[src/rtl/gtech_pser4.sv]
// rtl/gtech_pser4.sv - 4-bit parallel-in serial-out shifter with load handshake and done pulse
// Optional: define GTECH_PSER4_PARITY_EN to append an even parity bit as a 5th frame bit.
module gtech_pser4 (
  input  logic CP,
  input  logic CD,
  input  logic D0,
  input  logic D1,
  input  logic D2,
  input  logic D3,
  input  logic LDV,
  output logic LDR,
  input  logic SE,
  output logic SO,
  output logic SOV,
  output logic DONE
);

`ifdef GTECH_PSER4_PARITY_EN
  localparam int FW = 5;
`else
  localparam int FW = 4;
`endif

  // Index of the final frame bit; a shift edge at this index ends the frame.
  localparam logic [2:0] LAST = 3'(FW - 1);

  typedef enum logic {
    IDLE  = 1'b0,
    SHIFT = 1'b1
  } state_t;

  state_t        state;
  state_t        next_state;
  logic [2:0]    bcnt;
  logic [2:0]    next_bcnt;
  logic [FW-1:0] sreg;
  logic [FW-1:0] next_sreg;
  logic          done_q;
  logic          next_done;
  logic [FW-1:0] load_word;
  logic [7:0]    sreg_ext;

  // Word captured on a load edge; D0 sits in bit 0 so it is the first bit out.
`ifdef GTECH_PSER4_PARITY_EN
  assign load_word = {D0 ^ D1 ^ D2 ^ D3, D3, D2, D1, D0};
`else
  assign load_word = {D3, D2, D1, D0};
`endif

  // Zero-extended copy so the 3-bit counter can index the register directly.
  assign sreg_ext = 8'(sreg);

  // State, counter, data register and done flag; CD clears everything without a clock.
  always_ff @(posedge CP or posedge CD) begin
    if (CD) begin
      state  <= IDLE;
      bcnt   <= 3'd0;
      sreg   <= '0;
      done_q <= 1'b0;
    end else begin
      state  <= next_state;
      bcnt   <= next_bcnt;
      sreg   <= next_sreg;
      done_q <= next_done;
    end
  end

  // Next-state logic: load from IDLE, advance on SE in SHIFT, return to IDLE after the last bit.
  always_comb begin
    next_state = state;
    next_bcnt  = bcnt;
    next_sreg  = sreg;
    next_done  = 1'b0;
    case (state)
      IDLE: begin
        // SE is ignored here; only a load moves the block forward.
        if (LDV) begin
          next_state = SHIFT;
          next_bcnt  = 3'd0;
          next_sreg  = load_word;
        end
      end
      SHIFT: begin
        // LDV is ignored while a frame is in flight.
        if (SE) begin
          if (bcnt == LAST) begin
            next_state = IDLE;
            next_bcnt  = 3'd0;
            next_done  = 1'b1;
          end else begin
            next_bcnt = bcnt + 3'd1;
          end
        end
      end
      default: begin
        next_state = IDLE;
        next_bcnt  = 3'd0;
      end
    endcase
  end

  // Outputs are decoded from registered state only; the line idles high.
  always_comb begin
    LDR  = 1'b1;
    SOV  = 1'b0;
    SO   = 1'b1;
    DONE = done_q;
    if (state == SHIFT) begin
      LDR = 1'b0;
      SOV = 1'b1;
      SO  = sreg_ext[bcnt];
    end
  end

endmodule

[config.mk]
export PLATFORM = sky130hd
export DESIGN_NAME = gtech_pser4
export DESIGN_NICKNAME = d
export VERILOG_FILES = /design/src/rtl/gtech_pser4.sv
export SDC_FILE = /design/constraint.sdc
export NUM_CORES = 1
export LEC_CHECK = 0
export BUFFER_PORTS_ARGS = -buffer_cell sky130_fd_sc_hd__buf_2
export CAP_MARGIN = 20
export CORE_AREA = 2 2 39 41
export DETAILED_ROUTE_END_ITERATION = 12
export DIE_AREA = 0 0 41 43
export SLEW_MARGIN = 20
export SYNTH_ARGS = -nofsm -noshare
export SYNTH_HDL_FRONTEND = slang
export SYNTH_SLANG_ARGS = --single-unit
[constraint.sdc]
create_clock -name CP -period 2.1 [get_ports CP]
set_input_delay 0.315 -clock CP [delete_from_list [all_inputs] [get_ports CP]]
set_output_delay 0.315 -clock CP [all_outputs]
set_load 0.1 [all_outputs]
* Word level (Yosys, flattened, before mapping)
Index checks and enable logic that the tools add are counted.
** Cells by class
- $lt $le $gt $ge :: 1
- Divide/modulo/power cells :: 0
- Bitwise logic cells :: 1
- Multiply operators :: 0
- Multiplexer cells :: 16
- Reduce and logical (&&, ||, !) cells :: 2
- Eq/ne operators :: 3
- Add/sub/neg operators :: 1
- Shifts and indexed selects :: 0
** Operator list (count)
- 1-bit two-way mux :: 10
- 3-bit two-way mux :: 3
- 3-bit one-hot mux with 2 select lines :: 1
- 3-bit by 4-bit less-than comparator with 1-bit output, second input constant :: 1
- 2-bit inequality test, second input constant :: 2
- 2-bit AND reduction :: 2
- 3-bit by 1-bit adder with 3-bit output, second input constant :: 1
- 1-bit binary-select mux with 3-bit select :: 1
- 3-bit by 2-bit == test with 1-bit output, second input constant :: 1
- 1-bit one-hot mux with 2 select lines :: 1
- 1-bit inverter :: 1
** Storage, ports and cells
- Input bits :: 8
- ROM bits :: 0
- Output and inout port bits :: 4
- Memories kept :: 0
- Latch bits :: 0
- Bits in writable memories :: 0
- Flip-flop bits (word level) :: 9

* Longest topological paths before layout
- Depth in word-level cells :: 4
- Depth in mapped cells :: 3

* Worst setup path before layout
No wires, ideal clock.
- Path kind :: register to output
- From :: register bcnt[1]
- To :: output SO
- Arrival time :: 2.235 ns
- Cell stages (with the launch flop) :: 3
- Path slack :: -0.450 ns
- Cells stage by stage :: dfrtp_1 or2_2 o221ai_1
** Between the ends
- Longest elaborated chain between the ends :: 3
** RTL lines
- start: declaration :: RTL line 34 : logic [2:0] bcnt;
- start signal: assignment :: RTL line 62 : bcnt <= next_bcnt;
- 1-bit binary-select mux with 3-bit select :: RTL line 111 : SO = sreg_ext[bcnt];
- 1-bit two-way mux (implied by the code) :: RTL line 111
- 1-bit two-way mux :: RTL line 108 : if (state == SHIFT) begin
- end: declaration :: RTL line 13 : output logic SO,
Every way passes these cells. The select of a mux whose other input is x is not followed.

* Worst setup path after layout
- From :: register bcnt[2]
- To :: output SO
The elaborated chain is that of the path after synthesis.

==> Flow_metrics.wiki <==
{| class="wikitable"
! Metric !! Value
|-
| Wire length per cell after detailed routing || around 12 um
|-
| Fin. Hold Viols || 0
|-
| Number of distinct library cells after synthesis || 17
|-
| Top post-synthesis cells by count || 9 x sky130_fd_sc_hd__dfrtp_1, 4 x sky130_fd_sc_hd__mux2_2, 4 x sky130_fd_sc_hd__mux2i_1
|-
| TNS Setup || 0 ps
|-
| Unrepaired setup endpoints after global routing || false
|-
| Clock insertion delay at the later pin of the skew report || about 260 ps
|-
| Worst-case clock buffer depth || 2
|-
| Mapped Nets || 43
|-
| Sequential share of the synthesized area || 0.5143
|-
| Final antenna-violating net count || 0
|-
| Number of buffers created by CTS || 3
|-
| Number of antenna violations at the first check in global routing || 0
|-
| Total global routing overflow || 0
|-
| Worst setup EP type || output pin
|-
| Mapped Area || around 440 um^2
|-
| Core region area || 1384 um^2
|-
| Synth top area cells || sky130_fd_sc_hd__dfrtp_1 51%, sky130_fd_sc_hd__mux2_2 10%, sky130_fd_sc_hd__mux2i_1 9.1%
|-
| Critical path launch point || bcnt[2]$_DFFE_PP0P_
|-
| Period minus WS final || ~1900 ps
|-
| Wire length of the first global-routing pass || between 1000 and 1500 um
|-
| DRT iter0 DRCs || 0
|-
| Min-delay worst type || in -> async
|-
| Clock slew at the register clock pins of the worst setup and hold paths || 60 ps
|-
| Asr flop ratio synth || 1.000
|-
| Prevailing post-synth register cell || sky130_fd_sc_hd__dfrtp_1
|-
| Critical path startpoint category || register
|-
| Number of I/O port buffers || 11
|-
| Arrival time at the worst endpoint || between 1500 and 2000 ps
|-
| Synthesized flop and latch total || 9
|-
| Detailed-router iteration count before antenna repair || 1
|-
| Vias || ~300
|-
| EDFF count, synth || 0
|-
| Endpoint required time on the critical path || roughly 1800 ps
|-
| Number of top-level pins || 12
|-
| Non-filler instance count after layout || 64
|-
| Critical-path maximum fanout || 4
|-
| Endpoint of the most critical setup path || SO
|-
| CTS tree || built
|-
| Number of placement rows || 14
|-
| Routed via count divided by cell count || 4.609
|-
| Clock Sink Count || 9
|-
| Antenna Cells || 0
|-
| Global-route usage over all layers || 0.1197
|-
| Count of fill cells added during filler insertion || 144
|-
| Max Slew Vio Count || 0
|-
| Relative max-transition margin || 0.6772
|-
| Register-to-Register Setup Slack || between 800 and 900 ps
|-
| Share of layout cells above drive strength 1 || 0.4792
|-
| Setup skew after layout || a little over 0.7 ps
|-
| Final estimated routing congestion in global placement || approximately 0.65
|-
| Cell type with the highest aggregate area in the netlist || sky130_fd_sc_hd__dfrtp_1
|-
| Initial core utilization || 0.3165
|-
| Reg-to-Reg Start || state$_DFF_PP0_
|-
| Final period utilization || 0.8974
|-
| Die Wd || 41 um
|-
| Post-CTS Hold Fix Bufs || 0
|-
| Via count of the first global-routing pass || 312
|-
| Post-synthesis to final-layout area growth || 22.29%
|-
| Max-cap violations || 0
|-
| Maximum level of the CTS H-tree || 1
|-
| Outcome || finished clean
|-
| Post CTS Setup Buffer Count || 0
|-
| Die extent in y || approximately 43 um
|-
| FMAX || 530.6 MHz
|-
| WS Path Type || reg -> out
|-
| Syn Area/Cell || around 13 um^2
|-
| Resize count post-CTS || 0
|-
| Share of the core filled with cells in the final layout || 0.3870
|-
| Count of placed standard cells including taps || 60
|-
| Ys Warns || 0
|-
| Detailed placer's ending HPWL || roughly 600 um
|-
| Post-synthesis instance total || 34
|-
| Yosys top cell area share || 0.5143
|-
| Post-detailed-routing wire length || 772 um
|-
| Master cell of the clock root buffer || sky130_fd_sc_hd__clkbuf_4
|-
| Maximum number of pins on one net before global-route repair || 11
|-
| Post-layout net count || 58
|-
| Worst r2r path cells || 2
|-
| Most frequent cell after synthesis || sky130_fd_sc_hd__dfrtp_1
|-
| Overall die area || roughly 1800 um^2
|-
| Destination of the worst register-to-register timing path || sreg[0]$_DFFE_PP0P_
|-
| Worst-Margin Slew || around 500 ps
|-
| Final setup fails || 0
|-
| Post-route DRC || 0
|}
[kinds of logic after synthesis]
family,share of synthesized area
flops,0.5143
mux,0.1943
simple gates,0.1172
compound gates,0.09431
buf+inv,0.05142
fa+ha+maj,0.02857
[layout make-up]
class                   count  area (um^2)  share of cell area
clock inverters             1        5.005            0.009346
well taps                  16        20.02             0.03738
repair buffers             11        55.05              0.1028
flip-flops and latches      9        225.2              0.4206
clock buffers               3        22.52             0.04206
multi-input cells          21        196.4              0.3668
inverters                   3        11.26             0.02103
[layer usage]
metal	share of wire	vias up	track usage
met4	0.010	0	0.08000
met3	0.066	2	0.06283
met5	0	-	0
met1	0.44	133	0.1362
li1	-	150	-
met2	0.48	10	0.1656
[critical path, cell delays in order (launching register included)]
cell and delay, ps:
sky130_fd_sc_hd__dfrtp_1 400, sky130_fd_sc_hd__or2_2 310, sky130_fd_sc_hd__o221ai_2 150, sky130_fd_sc_hd__buf_2 450
[registers in the layout, indices dropped and copies added (netlist names)]
register and cells:
DONE 1, sreg 4, bcnt 3, state 1
[worst min-delay path by stage]
stage               start                  end  slack (ps)  cells after the start
floorplan              CD       DONE$_DFF_PP0_         140                      1
detailed placement     CD  sreg[0]$_DFFE_PP0P_         300                      2
global placement       CD  sreg[2]$_DFFE_PP0P_         290                      2
global route           CD  bcnt[0]$_DFFE_PP0P_          30                      2
CTS                    CD  sreg[0]$_DFFE_PP0P_          10                      2
finish                 CD  sreg[2]$_DFFE_PP0P_           4                      2
[per-stage QoR]
| stage | cell area (um^2) | hold WS (ps) | setup WS [ps] |
|---|---|---|---|
| after floorplan | 444.2 | 142.9 | 150.5 |
| after global placement | 508.0 | 293.9 | 520.1 |
| after detailed placement | 508.0 | 298.6 | 499.2 |
| after CTS | 535.5 | 10.94 | 200.7 |
| after global routing | 535.5 | 26.98 | 145.8 |
| final | 535.5 | 3.740 | 215.4 |
[cell usage in the layout (no fill, tap or decap), drive strengths merged]
master and count:
inv 3, o2bb2ai 2, nor2 1, or2 1, mux2 4, buf 11
clkinv 1, dfrtp 9, clkbuf 3, nor2b 2, nand3b 1, a31oi 1
mux2i 4, and3 1, o221ai 1, ha 1, a311oi 1, nand2b 1
Power is left out: the tool's default activity adds up to more than one toggle a clock period on the data nets, which glitch-free logic cannot reach.
